<file path="src/rtl/imem_pkg.sv">
// Shared types and constants for the instruction memory controller.
package imem_pkg;

  typedef enum logic {
    IDLE = 1'b0,
    LOAD = 1'b1
  } state_t;

  localparam logic [31:0] NOP_INSTR    = 32'h00000013;
  localparam int          INSTR_STRIDE = 4;
  localparam int          STRIDE_SH    = $clog2(INSTR_STRIDE);

  // Even-parity bit for a word of up to 64 bits; zero-extension leaves parity unchanged.
  function automatic logic even_parity(input logic [63:0] d);
    return ^d;
  endfunction

endpackage

</file>
<file path="src/rtl/imem_sram.sv">
// Single-write-port storage with a one-cycle synchronous read, write-first on address collision.
module imem_sram #(
  parameter int DEPTH = 64,
  parameter int W     = 32
) (
  input  logic                     clk,
  input  logic                     reset,
  input  logic                     we,
  input  logic [$clog2(DEPTH)-1:0] waddr,
  input  logic [W-1:0]             wdata,
  input  logic                     re,
  input  logic [$clog2(DEPTH)-1:0] raddr,
  output logic [W-1:0]             rdata
);

  logic [W-1:0] mem [DEPTH];

  // The array itself is never cleared so program images survive a reset.
  always_ff @(posedge clk) begin
    if (we) mem[waddr] <= wdata;
  end

  always_ff @(posedge clk or posedge reset) begin
    if (reset)   rdata <= '0;
    else if (re) rdata <= (we && (waddr == raddr)) ? wdata : mem[raddr];
  end

endmodule

</file>
<file path="src/rtl/instr_mem_ctrl.sv">
// Instruction memory controller: one-cycle fetch port plus a burst program loader.
// Optional IMEM_PARITY_EN adds a stored even-parity bit per word and the par_err output.
module instr_mem_ctrl
  import imem_pkg::*;
#(
  parameter int DEPTH  = 64,
  parameter int XLEN   = 32,
  parameter int ADDR_W = 32
) (
  input  logic              clk,
  input  logic              reset,
  input  logic              fetch_req,
  input  logic [ADDR_W-1:0] fetch_addr,
  output logic              fetch_ready,
  output logic              fetch_valid,
  output logic [XLEN-1:0]   fetch_instr,
  output logic              fetch_fault,
  input  logic              load_start,
  input  logic [ADDR_W-1:0] load_base,
  input  logic              load_valid,
  input  logic [XLEN-1:0]   load_data,
  input  logic              load_last,
  output logic              load_ready,
  output logic              load_busy
`ifdef IMEM_PARITY_EN
  ,
  output logic              par_err
`endif
);

  localparam int IDX_W = $clog2(DEPTH);
`ifdef IMEM_PARITY_EN
  localparam int MEM_W = XLEN + 1;
`else
  localparam int MEM_W = XLEN;
`endif

  state_t           state;
  logic [IDX_W-1:0] wptr;
  logic             fetch_acc;
  logic             fault_p0;
  logic             re_p0;
  logic [IDX_W-1:0] ridx_p0;
  logic             we;
  logic [MEM_W-1:0] wdata;
  logic [MEM_W-1:0] rdata_p1;
  logic             vld_p1;
  logic             fault_p1;
  logic             unused_base;

  assign fetch_ready = (state == IDLE);
  assign load_ready  = (state == LOAD);
  assign load_busy   = (state == LOAD);
  assign unused_base = ^load_base;

  // Stage p0: request decode, range/alignment check, memory access issue
  assign fetch_acc = fetch_req & fetch_ready;
  assign fault_p0  = (fetch_addr[STRIDE_SH-1:0] != '0) ||
                     (64'(fetch_addr >> STRIDE_SH) >= 64'(DEPTH));
  assign ridx_p0   = fetch_addr[STRIDE_SH +: IDX_W];
  assign re_p0     = fetch_acc & ~fault_p0;
  assign we        = load_ready & load_valid;

`ifdef IMEM_PARITY_EN
  assign wdata = {even_parity(64'(load_data)), load_data};
`else
  assign wdata = load_data;
`endif

  imem_sram #(
    .DEPTH (DEPTH),
    .W     (MEM_W)
  ) u_sram (
    .clk   (clk),
    .reset (reset),
    .we    (we),
    .waddr (wptr),
    .wdata (wdata),
    .re    (re_p0),
    .raddr (ridx_p0),
    .rdata (rdata_p1)
  );

  always_ff @(posedge clk or posedge reset) begin
    if (reset) begin
      state    <= IDLE;
      wptr     <= '0;
      vld_p1   <= 1'b0;
      fault_p1 <= 1'b0;
    end else begin
      vld_p1 <= fetch_acc;
      if (fetch_acc) fault_p1 <= fault_p0;
      case (state)
        IDLE: begin
          if (load_start) begin
            state <= LOAD;
            wptr  <= load_base[STRIDE_SH +: IDX_W];
          end
        end
        LOAD: begin
          if (load_valid) begin
            wptr <= wptr + IDX_W'(1);
            if (load_last) state <= IDLE;
          end
        end
        default: state <= IDLE;
      endcase
    end
  end

  // Stage p1: response; the read register only moves on a real read, so the word is held between fetches
  assign fetch_valid = vld_p1;
  assign fetch_fault = fault_p1;
  assign fetch_instr = fault_p1 ? XLEN'(NOP_INSTR) : rdata_p1[XLEN-1:0];

`ifdef IMEM_PARITY_EN
  assign par_err = vld_p1 & ~fault_p1 & (^rdata_p1);
`endif

endmodule

</file>
<file path="config.mk">
export PLATFORM = sky130hd
export DESIGN_NAME = instr_mem_ctrl
export DESIGN_NICKNAME = d
export VERILOG_FILES = /design/src/rtl/imem_pkg.sv /design/src/rtl/imem_sram.sv /design/src/rtl/instr_mem_ctrl.sv
export SDC_FILE = /design/constraint.sdc
export NUM_CORES = 2
export LEC_CHECK = 0
export CORE_MARGIN = 3
export CORE_UTILIZATION = 50
export DETAILED_ROUTE_END_ITERATION = 10
export GPL_TIMING_DRIVEN = 0
export PLACE_DENSITY = 0.69
export SLEW_MARGIN = 20
export SYNTH_ARGS = -nofsm -noshare
export SYNTH_HDL_FRONTEND = slang
export SYNTH_HIERARCHICAL = 1
export SYNTH_SLANG_ARGS = --single-unit
</file>
<file path="constraint.sdc">
create_clock -name clk -period 3.7 [get_ports clk]
set_input_delay 1.11 -clock clk [delete_from_list [all_inputs] [get_ports clk]]
set_output_delay 1.11 -clock clk [all_outputs]
set_load 0.05 [all_outputs]
</file>
---- Word level (Yosys, flattened, before mapping) ----
Memory sizes are Yosys's and may differ from the RTL's. A register that Yosys moved wholly into a read port is not among the register bits.
Index checks and enable logic that the tools add are counted.
Widths: inputs -> output; s select.
word-level totals
  output and inout bits ................... 37
  memories ................................ 1
  bits in writable memories ............... 2048
  bits of input ports ..................... 102
  logic and storage cells ................. 27
  bits in registers ....................... 9
operators by class
  magnitude comparators ................... 1
  add/sub/neg operators ................... 1
  multiplexer cells ....................... 10
  equality and inequality tests ........... 2
  bitwise logic cells ..................... 5
  reductions and logical operators ........ 3
memories
  memory      depth  width  rd ports  clocked after memory_dff  write ports  line             text
  u_sram.mem  64     32     1         1                         1            imem_sram.sv:16  logic [W-1:0] mem [DEPTH];
operators with widths
  kind                 count
  $mux 32              1
  $ge 30x7->1 const B  1
  $mux 6               2
  $pmux 6 s2           1
  $add 6x1->6 const B  1
  $mux 1               5
  $and 1x1->1          3
  $ne 2x1->1 const B   1
  $ne 2x2->1 const B   1
  $not 1->1            2
  $pmux 1 s2           1
  $reduce_and 2->1     1
  $reduce_bool 2->1    1
  $logic_or 1x1->1     1

---- Depth between registers and ports, before layout ----
  depth in word-level cells ............... 4
  depth in mapped cells ................... 9

---- Hierarchy ----
Netlist, hierarchy kept.
modules (own cells, without submodules)
  module          seq. area each (um^2)  cells each  area an instance (um^2)  times used
  imem_sram       62299.8                3427        79038.3                  1
  instr_mem_ctrl  225.2                  95          794.5                    1

---- Least setup slack after synthesis ----
Ideal clock, no wire load.
  path type ............................... input -> register
  start ................................... input load_valid
  end ..................................... memory u_sram.mem[48][0], enable pin
  cell stages on the path ................. 4
  slack ................................... -0.826 ns
  required time ........................... 3.239 ns
  setup time .............................. 0.461 ns
  buffers on the path ..................... 0
  data arrival time ....................... 4.065 ns
  cells stage by stage .................... and2_1 -> nand3_1 -> or3_1 -> nor3_1
on the way
  cells in the longest elaborated chain, start to end .. 3
RTL lines
  what                          line                  text
  start, declared               instr_mem_ctrl.sv:20  input logic load_valid,
  $and 1x1->1                   instr_mem_ctrl.sv:62  assign we = load_ready & load_valid;
  $mux 1                        imem_sram.sv:20       if (we) mem[waddr] <= wdata;
  $mux 1 (not written as such)  imem_sram.sv:20
  end, declared                 imem_sram.sv:16
No other way between the ends.

---- Worst setup path in the final report ----
  start ................................... input fetch_addr[3]
  end ..................................... register u_sram.rdata[7] (read register of u_sram.mem)
on the way
  cells in the longest elaborated chain, start to end .. 4
RTL lines
  what              line                  text
  start, declared   instr_mem_ctrl.sv:13  input logic [ADDR_W-1:0] fetch_addr,
  $ge 30x7->1       instr_mem_ctrl.sv:59  (64'(fetch_addr >> STRIDE_SH) >= 64'(DEPTH));
  $logic_or 1x1->1  instr_mem_ctrl.sv:58  assign fault_p0 = (fetch_addr[STRIDE_SH-1:0] != '0) ||
  $not 1->1         instr_mem_ctrl.sv:61  assign re_p0 = fetch_acc & ~fault_p0;
  $and 1x1->1       instr_mem_ctrl.sv:61
  end, declared     imem_sram.sv:13       output logic [W-1:0] rdata
Several ways; a longest one is shown, not always the timed one.
A chain may end at the register's enable or synchronous reset.

==> qor.csv <==
metric;value;unit
vias in the first global route;40000;
final slew viol count;0;
DRT Pass-1 Iters;6;
Worst Max-Slew Pin Slew;1040;ps
sw power;11.4;mW
sequential cell area;0.0625;mm^2
Int Power;39.2;mW
R2R Path End;u_sram/mem[29][31];
Die Area;0.164;mm^2
Seq/Total Area, Yosys;78.3;%
Hold Startpoint;u_sram/rdata[9];
CTS H-tree lvls;4;
setup ws final;-62.2;ps
Sw Ratio;22.5;%
Core Area;0.159;mm^2
post-route setup TNS;-1500;ps
worst vdd ir;0.000481;V
WHS Path Cells;2;
Crit path required time;4420;ps
Crit path max-delay family;buffers and inverters;
biggest area consumer among synthesized cells;edfxtp_1;
failing checks;setup timing;
crit path time final;3760;ps
first-pass GRT wire length;302000;um
largest net degree at the start of global routing;66;
DRC viols;0;
fillcell total;11000;
CTS tree;yes;
io pins;139;
run status;finished with violations;
pwr/cell area;541;mW/mm^2
GRT overflow;0;
DIE WIDTH;406;um
Clock Skew;31.2;ps
Reg2Reg Depth;5;
ANT nets after route;0;
worst hold path endpoint;u_sram/rdata[9];
Lkg Pwr;29.0;nW
Rel. slew slack;30.1;%
CP Max Fanout;10;
worst path bufs/invs;4;
HPWL Detailed;144000;um
ys async rst share;1.96;%
reg-to-reg setup timing slack;150;ps
hold-fix buffers at CTS;0;
multi-input logic area;0.0170;mm^2
max-cap violations;0;
synthesis-to-finish area growth;17.1;%
Commonest cells post-synth;2048 x edfxtp_1, 513 x mux4_2, 248 x a22oi_1;
Setup crit end kind;flop;
Worst path slowest cell;clkbuf_1;
EDFF count, synth;2048;
YS warnings;6;
Fin. Hold Viols;0;
fin nets;4071;
CP Launch Type;input pin;
CP dominant cell by count;buf_2;
wire length per cell;34.6;um
max incr delay on CP;690;ps
Synth cell types;50;
cells after synthesis;3522;
unrepaired setup endpoints after global routing;true;
critical path arrival;4480;ps
Clock power frac;39.7;%
clock buffer depth;3;
Flop pwr share;52.8;%
Initial Utilization;50.3;%
initial antenna violation count;24;
Cell Rows;146;
kind of critical path;input pin to flop;
share of the synthesized area in the top cell type;77.0;%
Worst Hold Class;flop to flop;
Critical Path Source;fetch_addr[3];
port bufs;108;
Logic pwr share;7.5;%
Mapped Area;0.0798;mm^2
syn avg cell area;22.7;um^2
worst-skew pair later-pin latency;820;ps
number of synthesized register bits;2089;
Main synth FF type;edfxtp_1;
Reg-to-Reg Start;wptr[0];
worst path cell trace;clkdlybuf4s50_1, buf_2, nor2b_1, buf_2, clkbuf_1, a22oi_1, a21oi_1, o41ai_2, a31oi_1;
Max Fclk;0.266;GHz
hold_ws;551;ps
final non-filler cell total;6219;
Inserted Clock Buffers;201;
RePlAce Congestion;0.940;
syn nets;3625;
DP Worst Slack;-1590;ps
clock transition at the registers of the reported paths;60;ps
vias per cell;6.52;
Final Cycle Share;102;%
Setup violations, final;112;
DRT iter0 DRCs;5926;
fraction of layout instances using a drive strength above 1;31.8;%
vias;40600;
die height;406;um
most common cell in the netlist;edfxtp_1;
WL final;215000;um
GR Util All Layers;26.3;%
leading post-synthesis cells by cell area;edfxtp_1 77%, mux4_2 14%, a22oi_1 2.3%;
Placed Cells;5799;
clk root buf;clkbuf_16;
TritonCTS sink count;2089;
## state kept, by name, summed over array words and instances, names as in the netlist
register / flops
load_busy: 1
fetch_valid: 1
fetch_fault: 1
u_sram/rdata: 32
u_sram/mem: 2048
wptr: 6
## power by group through the flow
stage                     logic (mW)  clock network (mW)  registers [mW]
after global placement          3.16                   0            27.3
after floorplan                 1.77                   0            27.2
after detailed placement        3.64                   0            27.2
final                           3.80                20.1            26.7
after CTS                       3.71                20.3            26.7
after global routing            3.94                21.3            26.7
## cell type report
class                      count  share of cell area (%)
antenna                       11                  0.0294
buffer                       213                    1.28
clock buffer                 246                    5.63
clock inverter               125                    1.26
inverter                       4                  0.0187
multi-input combinational   1216                    18.2
sequential                  2089                    66.9
tap                         2072                    2.77
timing repair buffer         243                    3.99
## cell usage in the layout (no fill, tap or decap), types with 26 or more instances in the layout
master           count
o41ai_2             31
a31oi_1             32
a22oi_1            244
a21oi_2             48
clkinv_2            41
buf_12              65
nor2b_1             26
buf_6               26
a21oi_1             78
nor2_4              63
nand2_1             40
dfrtp_1             40
nor2_1              40
edfxtp_1          2048
clkinv_1            45
clkbuf_16          203
buf_16              45
clkbuf_1            94
buf_4               62
mux4_2             513
clkdlybuf4s50_1     46
buf_2               97
## routing by layer
metal / vias to the layer above / wire [um] / GRT usage (%)
met5: - / 70 / 0
met4: 10 / 9210 / 9.79
met3: 431 / 26700 / 7.79
met2: 2563 / 98600 / 39.3
met1: 21500 / 80600 / 37.0
li1: 16000 / - / -
## worst max-delay path by stage
stage / slack [ps] / endpoint / cells after the start
floorplan: 30 / u_sram/mem[51][0] / 4
global route: -100 / u_sram/mem[11][13] / 6
detailed placement: -1590 / u_sram/rdata[31] / 9
CTS: -90 / fetch_instr[11] / 3
global placement: -2650 / u_sram/mem[19][22] / 5
finish: -60 / u_sram/rdata[7] / 9
## cells by family after synthesis
logic type	count (synthesis)	synth area share, %
AO/OA/AOI/OAI	455	4.18
flip-flops	2089	78.3
multiplexers	520	14.6
XOR/XNOR	7	0.0768
AND/OR/NAND/NOR	233	1.39
buffers and inverters	217	1.45
adder cells (fa/ha/maj)	1	0.0157
## worst register-to-register path, stage by stage, from the launching register on
cell and delay [ps]:
dfrtp_1 580, clkbuf_1 550, nor2b_1 260, nand3_1 700
nor2_4 830, buf_12 270
## what timing repair did
item	in CTS	in global routing
buffers inserted	19	19
gates resized for setup	135	63
setup endpoints to repair	402	282
pin swaps	6	11
## metrics by stage
stage                     util (%)  area, um^2  power [mW]
after detailed placement      54.3       86200        30.8
after floorplan                  -       79800        28.9
after global placement        52.7       83500        30.4
final                         59.0       93500        50.6
after CTS                     58.7       93100        50.7
after global routing          59.0       93500        51.9
No activity file was read; power rests on OpenSTA's default activity.
